## config.mk

```make
export PLATFORM = sky130hd
export DESIGN_NAME = udp_srio_tx_sched_flat
export DESIGN_NICKNAME = d
export VERILOG_FILES = /design/src/rtl/udp_srio_tx_sched_if.sv /design/src/rtl/udp_srio_tx_sched.sv /design/src/flat_wrapper.sv
export SDC_FILE = /design/constraint.sdc
export NUM_CORES = 1
export LEC_CHECK = 0
export CAP_MARGIN = 10
export CORE_ASPECT_RATIO = 1.5
export CORE_MARGIN = 5
export CORE_UTILIZATION = 60
export CTS_CLUSTER_DIAMETER = 100
export DETAILED_ROUTE_END_ITERATION = 10
export DONT_BUFFER_PORTS = 1
export PLACE_DENSITY = 0.76
export SYNTH_ARGS = -nofsm -noshare
export SYNTH_HDL_FRONTEND = slang
export SYNTH_SLANG_ARGS = --single-unit
```

## constraint.sdc

```tcl
create_clock -name clk -period 6 [get_ports clk]
set_input_delay 1.2 -clock clk [delete_from_list [all_inputs] [get_ports clk]]
set_output_delay 1.2 -clock clk [all_outputs]
set_load 0.03 [all_outputs]
```

## src/rtl/udp_srio_tx_sched_if.sv

```systemverilog
// rtl/udp_srio_tx_sched_if.sv - per-channel source bundle and shared SRIO TX stream interfaces
interface udp_srio_src_if #(
    parameter int NUM_CH = 2
);
    logic [NUM_CH*32-1:0] tdata;
    logic [NUM_CH-1:0]    tvalid;
    logic [NUM_CH-1:0]    tfirst;
    logic [NUM_CH*4-1:0]  tkeep;
    logic [NUM_CH-1:0]    tlast;
    logic [NUM_CH*16-1:0] length;
    logic [NUM_CH-1:0]    tready;

    modport master (
        output tdata, tvalid, tfirst, tkeep, tlast, length,
        input  tready
    );

    modport slave (
        input  tdata, tvalid, tfirst, tkeep, tlast, length,
        output tready
    );
endinterface

interface udp_srio_tx_if;
    logic [31:0] tdata;
    logic        tvalid;
    logic [3:0]  tkeep;
    logic        tlast;
    logic        thdr;
    logic        tready;

    modport master (
        output tdata, tvalid, tkeep, tlast, thdr,
        input  tready
    );

    modport slave (
        input  tdata, tvalid, tkeep, tlast, thdr,
        output tready
    );
endinterface

```

## src/rtl/udp_srio_tx_sched.sv

```systemverilog
// rtl/udp_srio_tx_sched.sv - packet round-robin scheduler of UDP channels onto one SRIO TX stream
module udp_srio_tx_sched #(
    parameter int NUM_CH  = 2,
    parameter int CH_W    = (NUM_CH > 1) ? $clog2(NUM_CH) : 1,
    parameter int TIMEOUT = 1024
) (
    input  logic            clk,
    input  logic            reset,
    udp_srio_src_if.slave   src,
    udp_srio_tx_if.master   tx,
    output logic [CH_W-1:0] grant_ch,
    output logic            busy,
    output logic            pkt_abort
);
    localparam int CNT_W = $clog2(TIMEOUT);

    typedef enum logic [2:0] {
        ST_IDLE,
        ST_HDR,
        ST_DATA,
        ST_ABORT,
        ST_FLUSH
    } state_t;

    state_t          state_q, state_d;
    logic [CH_W-1:0] rr_ptr_q, rr_ptr_d;
    logic [CH_W-1:0] grant_d;
    logic [15:0]     len_q, len_d;
    logic [CNT_W-1:0] cnt_q, cnt_d;
    logic            abort_d;

    logic            req_found;
    logic [CH_W-1:0] req_ch;
    logic [15:0]     req_len;
    logic [CH_W:0]   scan_idx;

    logic [31:0]     g_data;
    logic [3:0]      g_keep;
    logic            g_valid;
    logic            g_last;
    logic [CH_W-1:0] next_ptr;

    // Round-robin scan starting at rr_ptr; only a tfirst beat counts as a request.
    always_comb begin
        req_found = 1'b0;
        req_ch    = '0;
        req_len   = '0;
        scan_idx  = '0;
        for (int k = 0; k < NUM_CH; k++) begin
            scan_idx = {1'b0, rr_ptr_q} + (CH_W+1)'(k);
            if (scan_idx >= (CH_W+1)'(NUM_CH))
                scan_idx = scan_idx - (CH_W+1)'(NUM_CH);
            for (int i = 0; i < NUM_CH; i++) begin
                if (!req_found && scan_idx == (CH_W+1)'(i) && src.tvalid[i] && src.tfirst[i]) begin
                    req_found = 1'b1;
                    req_ch    = CH_W'(i);
                    req_len   = src.length[16*i +: 16];
                end
            end
        end
    end

    always_comb begin
        g_data  = '0;
        g_keep  = '0;
        g_valid = 1'b0;
        g_last  = 1'b0;
        for (int i = 0; i < NUM_CH; i++) begin
            if (grant_ch == CH_W'(i)) begin
                g_data  = src.tdata[32*i +: 32];
                g_keep  = src.tkeep[4*i +: 4];
                g_valid = src.tvalid[i];
                g_last  = src.tlast[i];
            end
        end
    end

    always_comb begin
        if (grant_ch == CH_W'(NUM_CH-1))
            next_ptr = '0;
        else
            next_ptr = grant_ch + 1'b1;
    end

    always_comb begin
        src.tready = '0;
        for (int i = 0; i < NUM_CH; i++) begin
            if (grant_ch == CH_W'(i)) begin
                if (state_q == ST_DATA)
                    src.tready[i] = tx.tready;
                else if (state_q == ST_FLUSH)
                    src.tready[i] = 1'b1;
            end
        end
    end

    always_comb begin
        state_d   = state_q;
        rr_ptr_d  = rr_ptr_q;
        grant_d   = grant_ch;
        len_d     = len_q;
        cnt_d     = cnt_q;
        abort_d   = 1'b0;
        tx.tvalid = 1'b0;
        tx.tdata  = '0;
        tx.tkeep  = '0;
        tx.tlast  = 1'b0;
        tx.thdr   = 1'b0;

        case (state_q)
            ST_IDLE: begin
                if (req_found) begin
                    grant_d = req_ch;
                    len_d   = req_len;
                    state_d = ST_HDR;
                end
            end

            ST_HDR: begin
                tx.tvalid = 1'b1;
                tx.thdr   = 1'b1;
                tx.tdata  = {{(8-CH_W){1'b0}}, grant_ch, 8'h00, len_q};
                tx.tkeep  = 4'hF;
                if (tx.tready) begin
                    cnt_d   = '0;
                    state_d = ST_DATA;
                end
            end

            ST_DATA: begin
                tx.tvalid = g_valid;
                tx.tdata  = g_data;
                tx.tkeep  = g_keep;
                tx.tlast  = g_last;
                // A present-but-backpressured beat keeps the watchdog cleared.
                if (g_valid) begin
                    cnt_d = '0;
                    if (tx.tready && g_last) begin
                        rr_ptr_d = next_ptr;
                        state_d  = ST_IDLE;
                    end
                end else if (cnt_q == CNT_W'(TIMEOUT-1)) begin
                    abort_d = 1'b1;
                    state_d = ST_ABORT;
                end else begin
                    cnt_d = cnt_q + 1'b1;
                end
            end

            ST_ABORT: begin
                tx.tvalid = 1'b1;
                tx.tlast  = 1'b1;
                if (tx.tready)
                    state_d = ST_FLUSH;
            end

            ST_FLUSH: begin
                if (g_valid && g_last) begin
                    rr_ptr_d = next_ptr;
                    state_d  = ST_IDLE;
                end
            end

            default: state_d = ST_IDLE;
        endcase
    end

    always_ff @(posedge clk) begin
        if (reset) begin
            state_q   <= ST_IDLE;
            rr_ptr_q  <= '0;
            grant_ch  <= '0;
            len_q     <= '0;
            cnt_q     <= '0;
            pkt_abort <= 1'b0;
        end else begin
            state_q   <= state_d;
            rr_ptr_q  <= rr_ptr_d;
            grant_ch  <= grant_d;
            len_q     <= len_d;
            cnt_q     <= cnt_d;
            pkt_abort <= abort_d;
        end
    end

    assign busy = (state_q != ST_IDLE);

endmodule

```

## src/flat_wrapper.sv

```systemverilog
// flat-port wrapper written by rule: the top's interface ports become plain ports
module udp_srio_tx_sched_flat 
#(
    parameter int NUM_CH  = 2,
    parameter int CH_W    = (NUM_CH > 1) ? $clog2(NUM_CH) : 1,
    parameter int TIMEOUT = 1024
)
  (clk, reset, grant_ch, busy, pkt_abort, src_tdata, src_tvalid, src_tfirst, src_tkeep, src_tlast, src_length, src_tready, tx_tdata, tx_tvalid, tx_tkeep, tx_tlast, tx_thdr, tx_tready);
  udp_srio_src_if #(.NUM_CH(NUM_CH)) src_i ();
  udp_srio_tx_if tx_i ();
  input  logic clk;
  input  logic reset;
  output logic [CH_W-1:0] grant_ch;
  output logic busy;
  output logic pkt_abort;
  input wire logic [$bits(src_i.tdata)-1:0] src_tdata;
  input wire logic [$bits(src_i.tvalid)-1:0] src_tvalid;
  input wire logic [$bits(src_i.tfirst)-1:0] src_tfirst;
  input wire logic [$bits(src_i.tkeep)-1:0] src_tkeep;
  input wire logic [$bits(src_i.tlast)-1:0] src_tlast;
  input wire logic [$bits(src_i.length)-1:0] src_length;
  output wire logic [$bits(src_i.tready)-1:0] src_tready;
  output wire logic [$bits(tx_i.tdata)-1:0] tx_tdata;
  output wire logic [$bits(tx_i.tvalid)-1:0] tx_tvalid;
  output wire logic [$bits(tx_i.tkeep)-1:0] tx_tkeep;
  output wire logic [$bits(tx_i.tlast)-1:0] tx_tlast;
  output wire logic [$bits(tx_i.thdr)-1:0] tx_thdr;
  input wire logic [$bits(tx_i.tready)-1:0] tx_tready;
  assign src_i.tdata = src_tdata;
  assign src_i.tvalid = src_tvalid;
  assign src_i.tfirst = src_tfirst;
  assign src_i.tkeep = src_tkeep;
  assign src_i.tlast = src_tlast;
  assign src_i.length = src_length;
  assign src_tready = src_i.tready;
  assign tx_tdata = tx_i.tdata;
  assign tx_tvalid = tx_i.tvalid;
  assign tx_tkeep = tx_i.tkeep;
  assign tx_tlast = tx_i.tlast;
  assign tx_thdr = tx_i.thdr;
  assign tx_i.tready = tx_tready;
  udp_srio_tx_sched #(.NUM_CH(NUM_CH), .CH_W(CH_W), .TIMEOUT(TIMEOUT)) u_core (.clk(clk), .reset(reset), .src(src_i), .tx(tx_i), .grant_ch(grant_ch), .busy(busy), .pkt_abort(pkt_abort));
endmodule
```

==> impl_metrics.env, run 1 <==
export IMPL_status="completed"
export IMPL_yosysSeqAreaShare=0.293
export IMPL_clkTransAtPathRegs_ns=0.06
export IMPL_required_ns=4.80
export IMPL_yosys_warnings=0
export IMPL_slew_violations=0
export IMPL_ctsHoldBuffers=0
export IMPL_tightest_slew_ns=0.975
export IMPL_placed_cells=308
export IMPL_root_buffer="clkbuf_8"
export IMPL_avgSynthCellArea_sq_um=7.69
export IMPL_grt_pass1_vias=2148
export IMPL_viasPerCell=6.64
export IMPL_synth_cells=284
export IMPL_die_h_um=83.9
export IMPL_post_drt_wl_per_cell_um=19.3
export IMPL_finalHoldViolCount=0
export IMPL_dpl_hpwl_um=4600
export IMPL_postSynth_asyncResetShare=0
export IMPL_grt_max_degree=43
export IMPL_hold_path_startpoint="u_core.rr_ptr_q"
export IMPL_yosys_top_cells_count="52 x nor2_1, 36 x mux2i_1, 32 x dfxtp_1"
export IMPL_critPathKind="register to primary output"
export IMPL_start_util=0.610
export IMPL_areaGrowthSynthToFinish_pct=3.67
export IMPL_ys_ff_latch=32
export IMPL_ant_nets=0
export IMPL_htree_levels=2
export IMPL_die_w_um=59.3
export IMPL_synth_net_count=398
export IMPL_port_buffers=0
export IMPL_ctsLongestPathBuffers=2
export IMPL_yosysMostFrequentCell="nor2_1"
export IMPL_drt_iter0_drc=129
export IMPL_finalCritPeriodShare=0.574
export IMPL_dieArea_sq_um=4970
export IMPL_synth_top_flop_cell="dfxtp_1"
export IMPL_grt_first_pass_wirelength_um=9760
export IMPL_max_freq_mhz=291
export IMPL_power_leakage_nw=0.723
export IMPL_track_usage=0.246
export IMPL_tns_ns=0
export IMPL_yosys_area_top_type="dfxtp_1"
export IMPL_arrival_ns=2.24
export IMPL_pwr_density_cell_nw_per_um2=452
export IMPL_rsz0062_at_grt="false"
export IMPL_io_pins=157
export IMPL_firstDrtPassIters=7
export IMPL_ir_drop_v=0.000274
export IMPL_hold_path_class="register to register"
export IMPL_tritoncts="yes"
export IMPL_synth_distinct_cells=41
export IMPL_worstPathMaxFanout=38
export IMPL_vias=2097
export IMPL_slew_headroom=0.343
export IMPL_end_kind="primary output"
export IMPL_clk_latency_ns=0.28
export IMPL_syn_area_sq_um=2180
export IMPL_drc_errors=0
export IMPL_place_gp_congestion=0.889
export IMPL_cts_sinks=32
export IMPL_layout_drive_gt1_share=0.0549
export IMPL_regToRegStartpoint="u_core.grant_ch"
export IMPL_diodes=0
export IMPL_startpoint_type="register"
export IMPL_synth_area_leaders="dfxtp_1 29%, mux2i_1 16%, nor2_1 8.9%"
export IMPL_synth_top_area_frac=0.293
export IMPL_antenna_found_initial=0
export IMPL_finalSetupViolCount=0
export IMPL_finalNonFillerCells=316
export IMPL_ctsResizeCount=0
export IMPL_core_area_sq_um=3580
export IMPL_crit_start="u_core.state_q[1]"
export IMPL_cts_made_buffers=5
export IMPL_post_cts_setup_buffer_count=0
export IMPL_grt_overflow=0
export IMPL_num_rows=27
export IMPL_final_nets=386
export IMPL_fin_crit_ns=3.44
export IMPL_drv_cap=0
export IMPL_final_setup_skew_ns=0.00229
export IMPL_synth_edff_count=0
export IMPL_wirelength_um=6090
layout make-up:
cell class,count,area (sq um)
Clock buffer,7,86.3
Inverter,5,18.8
Multi-Input combinational cell,226,1440
Sequential cell,32,642
Timing Repair Buffer,2,15.0
Tap cell,43,53.8
Fill cell,334,1320
Clock inverter,1,7.51
routing by layer:
layer	vias to the layer above	wire length, um	track usage
li1	1012	-	-
met1	979	2390	0.282
met2	99	3150	0.417
met3	7	470	0.0759
met4	0	80	0.0804
met5	-	0	0
path summary, 6_finish.rpt:
| path | endpoint | slack [ns] | depth (start not counted) |
|---|---|---|---|
| hold / removal | u_core.rr_ptr_q | 0.50 | 2 |
| setup / recovery | tx_tkeep[3] | 2.56 | 3 |
| setup reg to reg | u_core.state_q[2] | 3.36 | 6 |
| hold reg to reg | u_core.rr_ptr_q | 0.50 | 2 |
power breakdown:
group,leakage (nW),internal [mW],switching (mW)
logic,0.417,0.138,0.436
registers,0.261,0.244,0.0341
clock network,0.0445,0.0931,0.0782
total,0.723,0.475,0.548
worst max-delay path, cell delays in order, from the launching register on:
cell     delay (ns)
dfxtp_1        0.51
or3b_1         0.38
buf_4          0.25
o21ai_0        0.81
layout by cell type (no fill, tap or decap), types with 3 or more instances in the layout:
master,count
nand2b_1,3
mux2i_1,36
a21oi_1,8
inv_1,3
clkbuf_8,6
nand3_1,6
nand2_1,26
or3_1,3
xnor2_1,8
dfxtp_1,31
a211oi_1,3
nor3_1,8
a222oi_1,14
o21ai_1,7
nor2_1,52
nand3b_1,3
o21ai_0,17
a2111oi_0,4
cell families after synthesis:
group           synth area share
buf+inv                   0.0493
mux                        0.177
compound gates             0.209
flops                      0.293
simple gates               0.234
xor+xnor                  0.0321
fa+ha+maj                0.00573
flip-flops by register name (all words and copies together), names as in the netlist:
register          flops
u_core.state_q        3
u_core.pkt_abort      1
u_core.rr_ptr_q       1
u_core.grant_ch       1
u_core.cnt_q         10
u_core.len_q         16
per-stage QoR:
step	utilization	total power [mW]	setup WS (ns)	cell area [sq um]	hold slack, ns
2_1_floorplan	-	0.785	2.68	2180	0.463
3_3_place_gp	0.606	0.848	2.75	2170	0.484
3_5_place_dp	0.606	0.853	2.76	2170	0.493
4_1_cts	0.632	1.02	2.56	2260	0.503
5_1_grt	0.632	1.08	2.46	2260	0.536
6_report	0.632	1.02	2.56	2260	0.504
No activity file was read; power rests on OpenSTA's default activity.
==> run 2: changes to the inputs <==
Clock period 6 ns to 3.4 ns, I/O delays scaled along.
==> impl_metrics.env, run 2 (synthesis results as in run 1) <==
export IMPL_status="completed"
export IMPL_slew_headroom=0.294
export IMPL_vias=2192
export IMPL_tritoncts="yes"
export IMPL_largest_register_ffs=16
export IMPL_layout_drive_gt1_share=0.108
export IMPL_gr_usage_met3=0.0712
export IMPL_track_usage=0.267
export IMPL_power_mw=2.01
export IMPL_root_buffer="clkbuf_8"
export IMPL_cts_made_buffers=5
export IMPL_finalSetupViolCount=0
export IMPL_arrival_ns=2.19
export IMPL_final_nets=401
export IMPL_htree_levels=2
export IMPL_worst_slack_ns=0.531
export IMPL_grtUsageMet1=0.331
export IMPL_power_leakage_nw=0.822
export IMPL_busiest_layer="met2"
export IMPL_start_util=0.610
export IMPL_hold_path_class="primary input to register"
export IMPL_die_h_um=83.9
export IMPL_worstPathMaxFanout=27
export IMPL_post_cts_setup_buffer_count=0
export IMPL_drv_cap=0
export IMPL_regMostFlops="u_core.len_q"
export IMPL_end_kind="primary output"
export IMPL_grt_first_pass_wirelength_um=10400
export IMPL_areaGrowthSynthToFinish_pct=10.3
export IMPL_port_buffers=0
export IMPL_slew_violations=0
export IMPL_use_met2=0.436
export IMPL_firstDrtPassIters=5
export IMPL_fill_cells=316
export IMPL_multi_input_area_sq_um=1440
export IMPL_final_cell_mix="52 x nor2_1, 36 x mux2i_1, 31 x dfxtp_1, 26 x nand2_1"
export IMPL_wirelength_um=6490
export IMPL_grt_overflow=0
export IMPL_core_area_sq_um=3580
export IMPL_rsz0062_at_grt="false"
export IMPL_tns_ns=0
export IMPL_ctsHoldBuffers=0
export IMPL_finalCritPeriodShare=0.844
export IMPL_final_common_cell="nor2_1"
export IMPL_final_setup_skew_ns=0.00400
export IMPL_critPathKind="register to primary output"
export IMPL_tightest_slew_ns=1.05
export IMPL_grt_max_degree=29
export IMPL_required_ns=2.72
export IMPL_post_drt_wl_per_cell_um=19.6
export IMPL_clk_latency_ns=0.29
export IMPL_fin_crit_ns=2.87
export IMPL_antenna_found_initial=0
export IMPL_place_gp_congestion=0.930
export IMPL_dpl_hpwl_um=4900
export IMPL_ctsLongestPathBuffers=2
export IMPL_io_pins=157
export IMPL_startpoint_type="register"
export IMPL_diodes=0
export IMPL_drc_errors=0
export IMPL_pwr_density_cell_nw_per_um2=834
export IMPL_finalHoldViolCount=0
export IMPL_dpl_worst_slack_ns=0.865
export IMPL_num_rows=27
export IMPL_clkTransAtPathRegs_ns=0.07
export IMPL_viasPerCell=6.62
export IMPL_ir_drop_v=0.000569
export IMPL_die_w_um=59.3
export IMPL_reg_top3="u_core.len_q: 16 flops, u_core.cnt_q: 10 flops, u_core.state_q: 3 flops"
export IMPL_regArea_sq_um=642
export IMPL_drt_iter0_drc=164
export IMPL_max_freq_mhz=349
export IMPL_cts_sinks=32
export IMPL_grt_pass1_vias=2163
export IMPL_ctsResizeCount=0
export IMPL_ant_nets=0
export IMPL_dieArea_sq_um=4970
run 2: cell types whose count changed in the layout (fill, tap and decap cells not counted), sizes merged:
cell      previous run  this run
buf                  2        17
bufinv               0         1
clkinvlp             1         0
run 2: per-stage QoR:
stage	hold slack, ns	cell area, sq um	utilization	cells
floorplan	0.463	2180	-	284
global placement	0.493	2280	0.638	323
detailed placement	0.498	2280	0.638	323
CTS	0.449	2410	0.673	331
global route	0.450	2410	0.673	331
finish	0.460	2410	0.673	331
run 2: final cells by class:
class,instances,area share
Clock buffer,7,0.0400
Clock inverter,1,0.0125
Inverter,5,0.00779
Multi-Input combinational cell,226,0.598
Sequential cell,32,0.266
Tap cell,43,0.0223
Timing Repair Buffer,17,0.0530
run 2: layer usage:
layer,wire (um),vias up
li1,-,1038
met1,2450,1016
met2,3360,128
met3,589,10
met4,92,0
met5,0,-
run 2: power breakdown:
part | leakage, nW | total (mW) | switching (mW) | internal, mW
Sequential | 0.261 | 0.500 | 0.0695 | 0.430
Clock | 0.0645 | 0.401 | 0.143 | 0.258
Combinational | 0.497 | 1.11 | 0.785 | 0.326
Total | 0.822 | 2.01 | 0.997 | 1.01
run 2: worst paths after layout:
path | slack, ns | from | end | depth (start not counted)
max reg2reg | 0.98 | u_core.state_q[0] | u_core.len_q[7] | 5
max | 0.53 | u_core.state_q[1] | tx_tkeep[0] | 3
min | 0.46 | reset | u_core.state_q[2] | 1
min reg2reg | 0.51 | u_core.rr_ptr_q | u_core.rr_ptr_q | 2
run 2: worst max-delay path: stages (launching register included):
cell and delay, ns:
dfxtp_1 0.50, or3b_1 0.58, buf_4 0.31, o21ai_1 0.51
==> run 3: changes to the inputs <==
Settings changed: CORE_UTILIZATION 60 to 57, PLACE_DENSITY 0.76 to 0.75.
Clock period 3.4 ns to 2.6 ns, I/O delays scaled along.
==> impl_metrics.env, run 3 (synthesis results as in run 1) <==
export IMPL_diodes=0
export IMPL_cts_sinks=32
export IMPL_ant_nets=0
export IMPL_reg_top3="u_core.len_q: 16 flops, u_core.cnt_q: 10 flops, u_core.state_q: 3 flops"
export IMPL_final_common_cell="nor2_1"
export IMPL_fin_crit_ns=2.40
export IMPL_slew_violations=0
export IMPL_internal_power_mw=1.32
export IMPL_placed_area_sq_um=2490
export IMPL_power_mw=2.66
export IMPL_port_buffers=0
export IMPL_worstPathMaxFanout=19
export IMPL_final_area_sq_um=2570
export IMPL_finalCritPeriodShare=0.924
export IMPL_worst_slack_ns=0.197
export IMPL_required_ns=2.08
export IMPL_num_rows=27
export IMPL_grt_max_degree=26
export IMPL_drv_cap=0
export IMPL_final_cell_mix="52 x nor2_1, 44 x buf_4, 36 x mux2i_1, 31 x dfxtp_1, 26 x nand2_1"
export IMPL_firstDrtPassIters=7
export IMPL_tritoncts="yes"
export IMPL_slew_headroom=0.590
export IMPL_hold_path_class="primary input to register"
export IMPL_fill_cells=315
export IMPL_core_area_sq_um=3680
export IMPL_max_freq_mhz=416
export IMPL_final_setup_skew_ns=0.00256
export IMPL_clk_latency_ns=0.28
export IMPL_root_buffer="clkbuf_8"
export IMPL_areaGrowthSynthToFinish_pct=17.8
export IMPL_ir_drop_v=0.000838
export IMPL_clkPwrFrac=0.132
export IMPL_power_leakage_nw=0.945
export IMPL_tns_ns=0
export IMPL_die_h_um=85.8
export IMPL_wirelength_um=7150
export IMPL_grt_overflow=0
export IMPL_drc_errors=0
export IMPL_rsz0062_at_grt="false"
export IMPL_htree_levels=2
export IMPL_dpl_hpwl_um=5580
export IMPL_finalHoldViolCount=0
export IMPL_end_kind="primary output"
export IMPL_status="completed"
export IMPL_switching_power_mw=1.34
export IMPL_io_pins=157
export IMPL_combinationalPowerShare=0.625
export IMPL_critPathKind="register to primary output"
export IMPL_post_cts_setup_buffer_count=0
export IMPL_dpl_worst_slack_ns=0.390
export IMPL_ctsLongestPathBuffers=2
export IMPL_pwr_density_cell_nw_per_um2=1030
export IMPL_finalSetupViolCount=0
export IMPL_start_util=0.593
export IMPL_switching_share=0.504
export IMPL_dieArea_sq_um=5200
export IMPL_place_gp_congestion=0.895
export IMPL_grt_pass1_vias=2338
export IMPL_startpoint_type="register"
export IMPL_layout_drive_gt1_share=0.185
export IMPL_tightest_slew_ns=0.600
export IMPL_viasPerCell=6.45
export IMPL_die_w_um=60.5
export IMPL_antenna_found_initial=0
export IMPL_final_nets=428
export IMPL_grt_first_pass_wirelength_um=11000
export IMPL_cts_made_buffers=5
export IMPL_arrival_ns=1.88
export IMPL_drt_iter0_drc=114
export IMPL_post_drt_wl_per_cell_um=20.0
export IMPL_seqPwrFrac=0.242
export IMPL_largest_register_ffs=16
export IMPL_clkTransAtPathRegs_ns=0.06
export IMPL_vias=2301
export IMPL_track_usage=0.273
export IMPL_regMostFlops="u_core.len_q"
run 3: cell types whose count changed in the layout (fill, tap and decap cells not counted), sizes merged:
cell    previous run  this run
buf               17        44
bufinv             1         0
clkbuf             7         6
clkinv             0         1
run 3: final timing paths:
check / from / end / slack (ns) / cells after the start
worst max-delay path: u_core.state_q[0] / tx_tdata[9] / 0.20 / 5
worst min-delay path: reset / u_core.grant_ch / 0.30 / 1
worst max register to register: u_core.cnt_q[0] / u_core.state_q[2] / 0.41 / 6
worst min register to register: u_core.rr_ptr_q / u_core.rr_ptr_q / 0.51 / 2
run 3: worst max-delay path, stage by stage (launching register included):
cell and delay, ns:
dfxtp_1 0.57, nand2_1 0.26, inv_4 0.30, nand2_1 0.08, o21ai_0 0.14, buf_4 0.23
run 3: cell type report:
class / count / area [sq um] / share of cell area
Inverter: 5 / 21.3 / 0.00827
Tap cell: 43 / 53.8 / 0.0209
Timing Repair Buffer: 44 / 330 / 0.128
Sequential cell: 32 / 642 / 0.250
Multi-Input combinational cell: 226 / 1450 / 0.563
Clock inverter: 1 / 5.00 / 0.00195
Clock buffer: 6 / 72.6 / 0.0282
run 3: per-stage QoR:
stage	hold slack, ns	utilization	cells
floorplan	0.463	-	284
global placement	0.488	0.676	350
detailed placement	0.505	0.676	350
CTS	0.300	0.697	357
global route	0.293	0.699	357
finish	0.300	0.699	357
run 3: power groups by stage:
stage	Sequential (mW)	Clock [mW]	Combinational (mW)
2_1_floorplan	0.608	0	1.21
3_3_place_gp	0.647	0	1.63
3_5_place_dp	0.651	0	1.65
4_1_cts	0.642	0.357	1.65
5_1_grt	0.660	0.387	1.78
6_report	0.645	0.352	1.66
run 3: metal layers:
layer  up-vias  track usage  share of wire
li1       1097            -              -
met1      1061        0.323           0.37
met2       126        0.466           0.53
met3        17       0.0648          0.079
met4         0        0.105          0.024
met5         -            0              0
run 3: timing repair:
action / CTS / global route
gates resized for setup: 0 / 3
hold buffers: 0 / 0
setup endpoints to repair: 0 / 5
